**src/rtl/fft_stage_sequencer.sv**
```systemverilog
// Stage/butterfly sequencer for an in-place radix-2 FFT: walks every stage, presents one
// butterfly address pair per accepted cycle, and drains the datapath pipeline between stages.
module fft_stage_sequencer #(
    parameter int LOG2N    = 8,
    parameter int PIPE_LAT = 4
) (
    input  logic             clk,
    input  logic             nrst,
    input  logic             i_start,
    input  logic             i_bf_ready,
    output logic             o_bf_valid,
    output logic [LOG2N-1:0] o_addr_a,
    output logic [LOG2N-1:0] o_addr_b,
    output logic [3:0]       o_stage_count_out,
    output logic             o_k_enable,
    output logic             o_k_clear,
    output logic             o_busy,
    output logic             o_done
);

    localparam int BW = LOG2N - 1;
    localparam int DW = (PIPE_LAT > 1) ? $clog2(PIPE_LAT) : 1;
    localparam logic [BW-1:0] LAST_B = {BW{1'b1}};
    localparam logic [3:0]    LAST_S = 4'(LOG2N - 1);
    localparam logic [DW-1:0] LAST_D = DW'((PIPE_LAT > 0) ? PIPE_LAT - 1 : 0);

    typedef enum logic [2:0] {S_IDLE, S_CLEAR, S_ISSUE, S_DRAIN, S_DONE} state_t;

    state_t          r_state;
    logic [BW-1:0]   r_b;
    logic [3:0]      r_s;
    logic [DW-1:0]   r_drain;
    logic            r_bf_valid;
    logic [LOG2N-1:0] r_addr_a;
    logic [LOG2N-1:0] r_addr_b;
    logic            r_k_clear;
    logic            r_busy;
    logic            r_done;

    // Clearing the low s bits of b and shifting left by one places group g at g*2^(s+1).
    function automatic logic [LOG2N-1:0] f_addr_a(input logic [BW-1:0] b, input logic [3:0] s);
        logic [LOG2N-1:0] w_b;
        logic [LOG2N-1:0] w_lo_mask;
        w_b       = {1'b0, b};
        w_lo_mask = (LOG2N'(1) << s) - LOG2N'(1);
        return ((w_b & ~w_lo_mask) << 1) | (w_b & w_lo_mask);
    endfunction

    logic [BW-1:0]    w_b_inc;
    logic [LOG2N-1:0] w_next_a;
    logic [LOG2N-1:0] w_next_b;
    logic [LOG2N-1:0] w_first_b;
    logic             w_last_stage;

    assign w_b_inc      = r_b + 1'b1;
    assign w_next_a     = f_addr_a(w_b_inc, r_s);
    assign w_next_b     = w_next_a + (LOG2N'(1) << r_s);
    assign w_first_b    = LOG2N'(1) << r_s;
    assign w_last_stage = (r_s == LAST_S);

    always_ff @(posedge clk or negedge nrst) begin
        if (!nrst) begin
            r_state    <= S_IDLE;
            r_b        <= '0;
            r_s        <= '0;
            r_drain    <= '0;
            r_bf_valid <= 1'b0;
            r_addr_a   <= '0;
            r_addr_b   <= '0;
            r_k_clear  <= 1'b0;
            r_busy     <= 1'b0;
            r_done     <= 1'b0;
        end else begin
            case (r_state)
                S_IDLE: begin
                    if (i_start) begin
                        r_state   <= S_CLEAR;
                        r_s       <= '0;
                        r_b       <= '0;
                        r_k_clear <= 1'b1;
                        r_busy    <= 1'b1;
                    end
                end
                S_CLEAR: begin
                    r_state    <= S_ISSUE;
                    r_k_clear  <= 1'b0;
                    r_bf_valid <= 1'b1;
                    r_b        <= '0;
                    r_addr_a   <= '0;
                    r_addr_b   <= w_first_b;
                end
                S_ISSUE: begin
                    if (i_bf_ready) begin
                        r_b      <= w_b_inc;
                        r_addr_a <= w_next_a;
                        r_addr_b <= w_next_b;
                        if (r_b == LAST_B) begin
                            r_bf_valid <= 1'b0;
                            r_drain    <= '0;
                            if (PIPE_LAT != 0) begin
                                r_state <= S_DRAIN;
                            end else if (w_last_stage) begin
                                r_state <= S_DONE;
                                r_done  <= 1'b1;
                            end else begin
                                r_state   <= S_CLEAR;
                                r_s       <= r_s + 4'd1;
                                r_k_clear <= 1'b1;
                            end
                        end
                    end
                end
                S_DRAIN: begin
                    if (r_drain == LAST_D) begin
                        if (w_last_stage) begin
                            r_state <= S_DONE;
                            r_done  <= 1'b1;
                        end else begin
                            r_state   <= S_CLEAR;
                            r_s       <= r_s + 4'd1;
                            r_k_clear <= 1'b1;
                        end
                    end else begin
                        r_drain <= r_drain + 1'b1;
                    end
                end
                S_DONE: begin
                    r_state  <= S_IDLE;
                    r_done   <= 1'b0;
                    r_busy   <= 1'b0;
                    r_s      <= '0;
                    r_addr_a <= '0;
                    r_addr_b <= '0;
                end
                default: r_state <= S_IDLE;
            endcase
        end
    end

    assign o_bf_valid        = r_bf_valid;
    assign o_addr_a          = r_addr_a;
    assign o_addr_b          = r_addr_b;
    assign o_stage_count_out = r_s;
    assign o_k_enable        = r_bf_valid & i_bf_ready;
    assign o_k_clear         = r_k_clear;
    assign o_busy            = r_busy;
    assign o_done            = r_done;

endmodule

```
**config.mk**
```make
export PLATFORM = sky130hd
export DESIGN_NAME = fft_stage_sequencer
export DESIGN_NICKNAME = d
export VERILOG_FILES = /design/src/rtl/fft_stage_sequencer.sv
export SDC_FILE = /design/constraint.sdc
export NUM_CORES = 1
export LEC_CHECK = 0
export ABC_AREA = 1
export CORE_MARGIN = 8
export CORE_UTILIZATION = 50
export DETAILED_ROUTE_END_ITERATION = 8
export GPL_ROUTABILITY_DRIVEN = 1
export PLACE_DENSITY_LB_ADDON = 0.05
export RECOVER_POWER = 100
export SLEW_MARGIN = 20
export SYNTH_ARGS = -nofsm -noshare
export SYNTH_HDL_FRONTEND = slang
export SYNTH_SLANG_ARGS = --single-unit
```
**constraint.sdc**
```tcl
create_clock -name clk -period 2.6 [get_ports clk]
set_input_delay 0.78 -clock clk [delete_from_list [all_inputs] [get_ports clk]]
set_output_delay 0.78 -clock clk [all_outputs]
set_load 0.02 [all_outputs]
```
### Yosys cells after proc, flatten, opt, wreduce, memory -nomap -nowiden

Index checks and enable logic that the tools add are counted.

| operators by class | value |
|---|---|
| bitwise logic cells | 5 |
| shift operators | 1 |
| eq/ne operators | 14 |
| divide/modulo/power cells | 0 |
| magnitude comparators | 0 |
| add/sub/neg operators | 5 |
| reductions and logical operators | 21 |
| multiply operators | 0 |
| multiplexer cells | 32 |

Operators with widths:

| operator | number |
|---|---|
| $pmux 8 s3 | 1 |
| $pmux 7 s3 | 1 |
| $mux 8 | 2 |
| $pmux 8 s2 | 1 |
| $reduce_and 4->1 | 4 |
| $mux 3 | 5 |
| $mux 7 | 2 |
| $ne 2x2->1 const B | 7 |
| $mux 4 | 3 |
| $pmux 3 s4 | 1 |
| $pmux 4 s3 | 1 |
| $reduce_bool 3->1 | 4 |
| $reduce_bool 2->1 | 5 |
| $reduce_and 3->1 | 3 |
| $add 8x8->8 | 1 |
| $and 7x8->8 | 1 |
| $or 8x8->8 | 1 |
| $shl 1x4->8 const A | 1 |
| $sub 8x2->8 const B | 1 |
| $add 7x1->7 const B | 1 |
| $and 7x7->7 | 1 |
| $eq 7x7->1 const B | 1 |
| $mux 1 | 7 |
| $not 7->7 | 1 |
| 15 further kinds | 22 |

| word-level totals | value |
|---|---|
| memories | 0 |
| memory bits (writable) | 0 |
| flip-flop bits (word level) | 36 |
| bits in latches | 0 |
| memory bits (read-only) | 0 |

### Longest topological paths before layout

Gate-level depths: netlist of the first run.

| logic depth | value |
|---|---|
| depth after elaboration | 8 |
| depth in mapped cells | 19 |
| depth with buffers taken out | 19 |

### Worst setup path after synthesis of the first run

No wires, ideal clock.

| timing | value |
|---|---|
| path kind | register to register |
| start | register r_s[1] (netlist: o_stage_count_out[1]) |
| end | register r_addr_b[6] (netlist: o_addr_b[6]) |
| data required time | 2.523 ns |
| setup time | 0.077 ns |
| path slack | -0.301 ns |
| stages on the path, launching flop included | 19 |
| path buffers | 0 |
| arrival | 2.823 ns |
| path through | dfrtp_1 -> inv_1 -> ha_1 -> inv_1 -> nor2_1 -> inv_1 -> ha_1 -> inv_1 -> a21oi_2 -> o32ai_1 -> ha_1 -> a21oi_1 -> nand2_1 -> nand2_1 -> nand2_1 -> a21oi_1 -> or2_2 -> nand3_1 -> a21oi_1 |

| between the ends | value |
|---|---|
| word-level cells in the longest chain between the ends | 8 |
| elaborated cells between the ends (all ways) | 9 |

RTL lines:

| item | RTL line | source |
|---|---|---|
| from (decl) | 31 | `logic [3:0] r_s;` |
| from (signal assigned) | 107 | `r_s <= r_s + 4'd1;` |
| from (signal assigned) | 120 | `r_s <= r_s + 4'd1;` |
| $shl 1x4->8 (*) | 45, 57, 58 |  |
| $sub 8x2->8 | 45 | `w_lo_mask = (LOG2N'(1) << s) - LOG2N'(1);` |
| $not 7->7 | 46 | `return ((w_b & ~w_lo_mask) << 1) \| (w_b & w_lo_mask);` |
| $and 7x7->7 | 46 |  |
| $or 8x8->8 | 46 |  |
| $add 8x8->8 | 57 | `assign w_next_b = w_next_a + (LOG2N'(1) << r_s);` |
| $mux 8 | 93 | `if (i_bf_ready) begin` |
| $pmux 8 s3 (*) | 74 | `case (r_state)` |
| to (signal assigned) | 90 | `r_addr_b <= w_first_b;` |
| to (signal assigned) | 96 | `r_addr_b <= w_next_b;` |
| to (decl) | 35 | `logic [LOG2N-1:0] r_addr_b;` |

Mark *: on every way between the ends. The rest lies on a longest branch, timed or not. The select of a mux whose other input is x is not followed.
A chain may end at the register's enable or synchronous reset.

### Worst setup path in the final report of the first run

Same ends and word-level chain as after synthesis.

==> run_results.csv, run 1 <==
group,metric,value,unit
status,outcome,"finished with violations",
status,violations,"setup timing",
yosys,postSynthCellCount,289,
clock_tree,htreeDepth,2,
yosys,synthesis.area,2338,µm²
yosys,synth_nets,309,
layout,fillers,364,
yosys,ys_seq_elements,36,
layout,final_common_cell,"inv_1",
place,dpl_cell_area,2918,µm²
layout,final_core_util,72.30,%
pwr,p_per_area,586.4,nW/µm²
sta,fmax,380.9,MHz
sta,final_hold_viol_count,0,
pwr,clkPwrFrac,21.4,%
sta,finalMaxSlewViolations,0,
layout,layout.nets,381,
pwr,comb_power_share,42.2,%
pwr,peakVddDrop,0.0003553,V
place,pre_cts_slack,-0.1511,ns
layout,final_cell_mix,"40 x inv_1, 39 x nand2_1, 36 x buf_4",
drt,ant_nets,0,
sta,fin_ws,-0.02538,ns
critical_path,crit_arrival,2.85,ns
drt,drt_iter0_drc,109,
sta,setup_viol,1,
yosys,synth_cell_type_count,39,
pwr,leakage,1.610,nW
clock_tree,cts-root-buf,"clkbuf_8",
run,cap_violations,0,
sta,fin_crit,2.625,ns
critical_path,setup.worst_path.end_class,"flop",
floorplanning,ioPinCount,29,
layout,area_delta_synth_final,43.12,%
global_route,grt_first_pass_wirelength,10170,µm
floorplanning,coreArea,4629,µm²
drt,wl_per_cell,15.48,µm
min_path,worst_hold_path_type,"flop to flop",
sta,relSlewSlack,37.38,%
layout,final_cell_area,3347,µm²
yosys,synth_flop_cell,"dfrtp_1",
critical_path,critical_path.max_fanout,4,
critical_path,crit_path_start_kind,"flop",
clock_tree,cts.path.max_buffers,2,
yosys,avgSynthCellArea,8.092,µm²
clock_tree,clk_latency,0.29,ns
yosys,synth_area_leader_cell,"dfrtp_1",
drt,drt_pass1_iterations,5,
sta,worst_pin_slew,0.9393,ns
pwr,p_seq_share,36.5,%
place,portBuffers,28,
global_route,antenna_found_initial,0,
yosys,ys_top_cells_by_area,"dfrtp_1 39%, ha_1 8.0%, inv_1 7.1%",
layout,layout-drive-gt1-share,32.60,%
floorplanning,die-area,7122,µm²
yosys,synth-edff-count,0,
clock_tree,hold_buffers,0,
global_route,grt_pass1_vias,2217,
drt,vias,2248,
floorplanning,die_w,84.39,µm
clock_tree,cts_tree,"yes",
pwr,switching_share,34.86,%
drt,via_per_inst,5.404,
floorplanning,initial_core_util,50.51,%
global_route,grt_util_all_layers,17.73,%
yosys,async_flop_share,100.0,%
floorplanning,fp.dieH,84.39,µm
yosys,netlist.area_leader.share,38.52,%
clock_tree,cts_sinks,36,
place,place_congestion,0.8559,
global_route,grt-ovfl-total,0,
drt,finalWirelength,6439,µm
layout,n_antenna_cell,0,
drt,drcViolationCount,0,
place,hpwl,4590,µm
pwr,p_int,0.001278,W
critical_path,worst_ep_required_time,2.82,ns
sta,rsz0062_at_grt,"yes",
clock_tree,clkTransAtPathRegs,0.07,ns
yosys,yosys_warnings,0,
global_route,grt_max_degree,37,
sta,skew,0.005059,ns
yosys,seq_area_frac_synth,38.52,%
clock_tree,cts-buffers-inserted,5,
critical_path,setup.worst_path.class,"flop to flop",
pwr,switchingPower,0.0006842,W
floorplanning,fp-row-count,25,
sta,timing.final.crit_share,101.0,%
==> state kept, by name (all words and copies together) (netlist names) <==
| name | count |
|---|---|
| o_stage_count_out | 4 |
| r_state | 3 |
| o_k_clear | 1 |
| o_busy | 1 |
| o_addr_a | 8 |
| o_bf_valid | 1 |
| r_b | 7 |
| o_addr_b | 8 |
| r_drain | 2 |
| o_done | 1 |
==> power by group through the flow <==
stage	clock, W	sequential [W]	combinational (W)
floorplan	0	0.000797	0.000297
global placement	0	0.000724	0.000684
detailed placement	0	0.000728	0.000703
CTS	0.000431	0.000719	0.000741
global route	0.000443	0.000730	0.000889
finish	0.000419	0.000716	0.000828
==> per-stage QoR <==
stage               hold slack, ns  total power [W]  std cells   TNS, ns
floorplan                   0.4844         0.001095        289         0
global placement            0.4669         0.001407        397   -0.1614
detailed placement          0.4724         0.001431        397   -0.3415
CTS                         0.4895         0.001891        411   -0.1356
global route                0.5027         0.002062        416   -0.3563
finish                      0.4776         0.001963        416  -0.02538
==> Yosys cell counts (3+ instances only) <==
master,count
nand3_1,15
dfrtp_1,36
nor2_1,23
ha_1,15
buf_2,3
o22ai_1,9
a21oi_1,16
nand4_1,4
nor2_4,3
o21ai_1,6
a22o_1,5
nand2_1,43
inv_1,44
inv_2,9
xor2_1,7
nand2_2,3
a31oi_1,5
o21ai_0,16
==> worst max-delay path, stage by stage (launching register included) <==
cell and delay, ns:
dfrtp_2 0.43, inv_4 0.07, ha_4 0.16, buf_4 0.14
o21ai_4 0.14, nand2_2 0.10, xor2_2 0.20, o32ai_2 0.11
ha_1 0.37, a21oi_2 0.16, nand2_2 0.08, nand2_1 0.06
nand2_1 0.07, a21oi_2 0.15, or2_4 0.14, nand3_2 0.06
a21oi_2 0.11
==> final cells by class <==
| cell class | count | area (µm²) | area share [%] |
|---|---|---|---|
| Clock buffer | 8 | 90.09 | 2.692 |
| Inverter | 53 | 206.4 | 6.168 |
| Sequential cell | 36 | 905.9 | 27.07 |
| Tap cell | 54 | 67.56 | 2.019 |
| Multi-Input combinational cell | 197 | 1498 | 44.75 |
| Timing Repair Buffer | 68 | 579.3 | 17.31 |
==> per-layer routing <==
layer | vias to the layer above | GRT usage (%) | wire [µm]
met4 | 0 | 6.472 | 96
met2 | 55 | 32.38 | 3417
met5 | - | 0 | 0
met3 | 11 | 4.976 | 246
met1 | 1084 | 18.86 | 2679
li1 | 1098 | - | -
==> path summary, 6_finish.rpt <==
| kind | slack (ns) | startpoint | to | cells after the start |
|---|---|---|---|---|
| worst min-delay path | 0.48 | o_addr_a[0]$_DFFE_PN0P_ | o_addr_a[0]$_DFFE_PN0P_ | 2 |
| max in group asynchronous | 1.26 | nrst | o_stage_count_out[0]$_DFFE_PN0P_ | 2 |
| worst max-delay path | -0.03 | o_stage_count_out[1]$_DFFE_PN0P_ | o_addr_b[6]$_DFFE_PN0P_ | 16 |
| worst max register to register | -0.03 | o_stage_count_out[1]$_DFFE_PN0P_ | o_addr_b[6]$_DFFE_PN0P_ | 16 |
| min in group asynchronous | 0.71 | nrst | r_b[0]$_DFFE_PN0P_ | 2 |
| worst min register to register | 0.48 | o_addr_a[0]$_DFFE_PN0P_ | o_addr_a[0]$_DFFE_PN0P_ | 2 |
==> logic make-up (layout without fill, tap and decap cells) <==
family	Yosys count	in the layout	share of synthesized area, %
AOI/OAI and AO/OA	68	68	18.73
DFF	36	36	38.52
and+or+nand+nor	104	104	21.56
xor gates and xnor gates	8	8	2.996
other	1	1	0.1604
buffers and inverters	56	129	9.149
adders and majority gates	16	16	8.882
==> repair_timing <==
item,CTS,global route
resized for setup,18,43
buffers inserted,6,7
endpoints found under the setup margin,4,6
pin swaps,12,30
(Power assumes the default switching activity.)
==> run 2: changes to the inputs <==
--- a/config.mk
+++ b/config.mk
@@ -6,8 +6,10 @@
 export NUM_CORES = 1
 export LEC_CHECK = 0
 export ABC_AREA = 1
+export CORE_ASPECT_RATIO = 1.4
 export CORE_MARGIN = 8
 export CORE_UTILIZATION = 50
+export CTS_CLUSTER_SIZE = 40
 export DETAILED_ROUTE_END_ITERATION = 8
 export GPL_ROUTABILITY_DRIVEN = 1
 export PLACE_DENSITY_LB_ADDON = 0.05
==> run 2 against run 1 <==
The run still ends with setup timing left; count of clock-buffer cells in the layout is 2 lower; sequential power about the same; hold slack hardly changed; critical endpoint unchanged; flip-flop and latch count stayed put.
==> run_results.csv, run 2 (synthesized netlist as in run 1, its figures left out) <==
group,metric,value,unit
layout,layout-drive-gt1-share,31.48,%
clock_tree,clkTransAtPathRegs,0.07,ns
clock_tree,cts_tree,"yes",
floorplanning,die_w,73.80,µm
clock_tree,cts.path.max_buffers,2,
place,hpwl,4625,µm
clock_tree,cts-root-buf,"clkbuf_8",
critical_path,rr_worst_depth,18,
sta,worst_pin_slew,0.8976,ns
layout,final_common_cell,"nand2_1",
critical_path,critical_path.max_fanout,5,
critical_path,crit_path_start_kind,"flop",
sta,fin_ws,-0.01781,ns
pwr,clkPwrFrac,24.4,%
pwr,p_int,0.001345,W
critical_path,worst_ep_required_time,2.83,ns
critical_path,path_cells,"inv_4 -> ha_4 -> inv_2 -> nor2_4 -> inv_2 -> ha_4 -> inv_2 -> a21oi_4 -> o32ai_4 -> ha_4 -> a21oi_2 -> nand2_1 -> nand2_1 -> nand2_2 -> a21oi_2 -> or2_4 -> nand3_2 -> a21oi_2",
sta,fin_crit,2.618,ns
global_route,antenna_found_initial,0,
pwr,switchingPower,0.0006821,W
global_route,grt_first_pass_wirelength,9922,µm
clock_tree,clk_latency,0.29,ns
layout,final_cell_mix,"40 x nand2_1, 38 x inv_1, 36 x buf_4",
drt,wl_per_cell,14.80,µm
drt,vias,2194,
critical_path,setup.worst_path.end_class,"flop",
layout,layout.nets,378,
place,portBuffers,28,
place,pre_cts_slack,-0.1370,ns
pwr,power,0.002028,W
sta,timing.final.crit_share,100.7,%
sta,setup_viol,1,
pwr,comb_power_share,40.5,%
critical_path,crit_arrival,2.85,ns
sta,fmax,382.0,MHz
clock_tree,cts-buffers-inserted,5,
pwr,p_seq_share,35.2,%
drt,drt_pass1_iterations,4,
global_route,grt-ovfl-total,0,
pwr,peakVddDrop,0.0003660,V
sta,skew,0.004752,ns
status,violations,"setup timing",
min_path,hold_path_depth,2,
drt,via_per_inst,5.211,
critical_path,setup.worst_path.class,"flop to flop",
layout,fillers,357,
drt,drt_iter0_drc,118,
layout,multi_input_area,1461,µm²
layout,area_delta_synth_final,41.31,%
floorplanning,fp-row-count,29,
layout,n_antenna_cell,0,
drt,ant_nets,0,
sta,rsz0062_at_grt,"yes",
floorplanning,ioPinCount,29,
pwr,switching_share,33.64,%
sta,finalMaxSlewViolations,0,
drt,drcViolationCount,0,
status,outcome,"finished with violations",
layout,final_core_util,72.86,%
global_route,grt_max_degree,37,
critical_path,slowest_delay,0.45,ns
sta,relSlewSlack,40.16,%
floorplanning,initial_core_util,51.56,%
clock_tree,htreeDepth,2,
floorplanning,fp.dieH,96.92,µm
pwr,leakage,1.559,nW
critical_path,crit_slowest_cell,"dfrtp_2",
pwr,p_per_area,613.6,nW/µm²
clock_tree,cts_sinks,36,
sta,final_hold_viol_count,0,
floorplanning,die-area,7152,µm²
run,cap_violations,0,
layout,ff_latch_area,905.9,µm²
min_path,worst_hold_path_type,"flop to flop",
place,place_congestion,0.9231,
drt,finalWirelength,6231,µm
place,dpl_cell_area,2943,µm²
global_route,grt_pass1_vias,2157,
global_route,grt_util_all_layers,17.51,%
layout,final_cell_area,3304,µm²
clock_tree,hold_buffers,0,
floorplanning,coreArea,4536,µm²
-- run 2: cell count changes in the layout (fill, tap and decap cells not counted), sizes merged --
cell,delta
buf,-3
clkbuf,-2
bufinv,+1
clkdlybuf4s50,-1
clkinv,+1
dlygate4sd3,+1
-- run 2: what timing repair did --
action / 4_1_cts / 5_1_grt
pin swaps: 1 / 23
buffers inserted: 0 / 6
resized for setup: 5 / 43
hold endpoints to repair: 0 / 0
endpoints found under the setup margin: 4 / 6
-- run 2: critical path: cells and delay by family, from the launching register on --
family	cells	cell delay, ns
flip-flops	1	0.45
buffers and inverters	4	0.24
AO/OA/AOI/OAI	5	0.78
adder cells (fa/ha/maj)	3	0.56
AND/OR/NAND/NOR	6	0.53
-- run 2: layout make-up --
| cell class | count | share of cell area (%) |
|---|---|---|
| clock buffers | 6 | 2.196 |
| clock inverters | 2 | 1.060 |
| inverters | 53 | 6.172 |
| multi-input cells | 197 | 44.23 |
| flip-flops and latches | 36 | 27.41 |
| well taps | 62 | 2.348 |
| repair buffers | 65 | 16.58 |
-- run 2: stage by stage --
step,setup TNS (ns),hold WS [ns],cells
detailed placement,-0.2304,0.4721,407
CTS,-0.05736,0.4912,415
global route,-0.4995,0.5142,421
floorplan,0,0.4844,289
global placement,-0.1408,0.4646,407
finish,-0.01781,0.4781,421
-- run 2: metal layers --
layer | vias to the layer above | GRT usage (%) | routed length [µm]
met4 | 0 | 8.192 | 209
met1 | 1031 | 18.72 | 2429
li1 | 1094 | - | -
met3 | 15 | 2.893 | 214
met2 | 54 | 31.51 | 3378
met5 | - | 0 | 0
-- run 2: path summary, 6_finish.rpt --
kind | from | endpoint | slack, ns
hold reg to reg | o_addr_a[0]$_DFFE_PN0P_ | o_addr_a[0]$_DFFE_PN0P_ | 0.48
setup reg to reg | o_stage_count_out[1]$_DFFE_PN0P_ | o_addr_b[6]$_DFFE_PN0P_ | -0.02
min in group asynchronous | nrst | r_drain[1]$_DFFE_PN0P_ | 0.60
hold / removal | o_addr_a[0]$_DFFE_PN0P_ | o_addr_a[0]$_DFFE_PN0P_ | 0.48
max in group asynchronous | nrst | o_stage_count_out[3]$_DFFE_PN0P_ | 1.39
setup / recovery | o_stage_count_out[1]$_DFFE_PN0P_ | o_addr_b[6]$_DFFE_PN0P_ | -0.02
-- run 2: power by group through the flow --
stage          sequential, W  combinational (W)  clock [W]
2_1_floorplan       0.000797           0.000297          0
3_3_place_gp        0.000722           0.000709          0
3_5_place_dp        0.000724           0.000716          0
4_1_cts             0.000714           0.000731   0.000505
5_1_grt             0.000726           0.000885   0.000523
6_report            0.000713           0.000821   0.000494
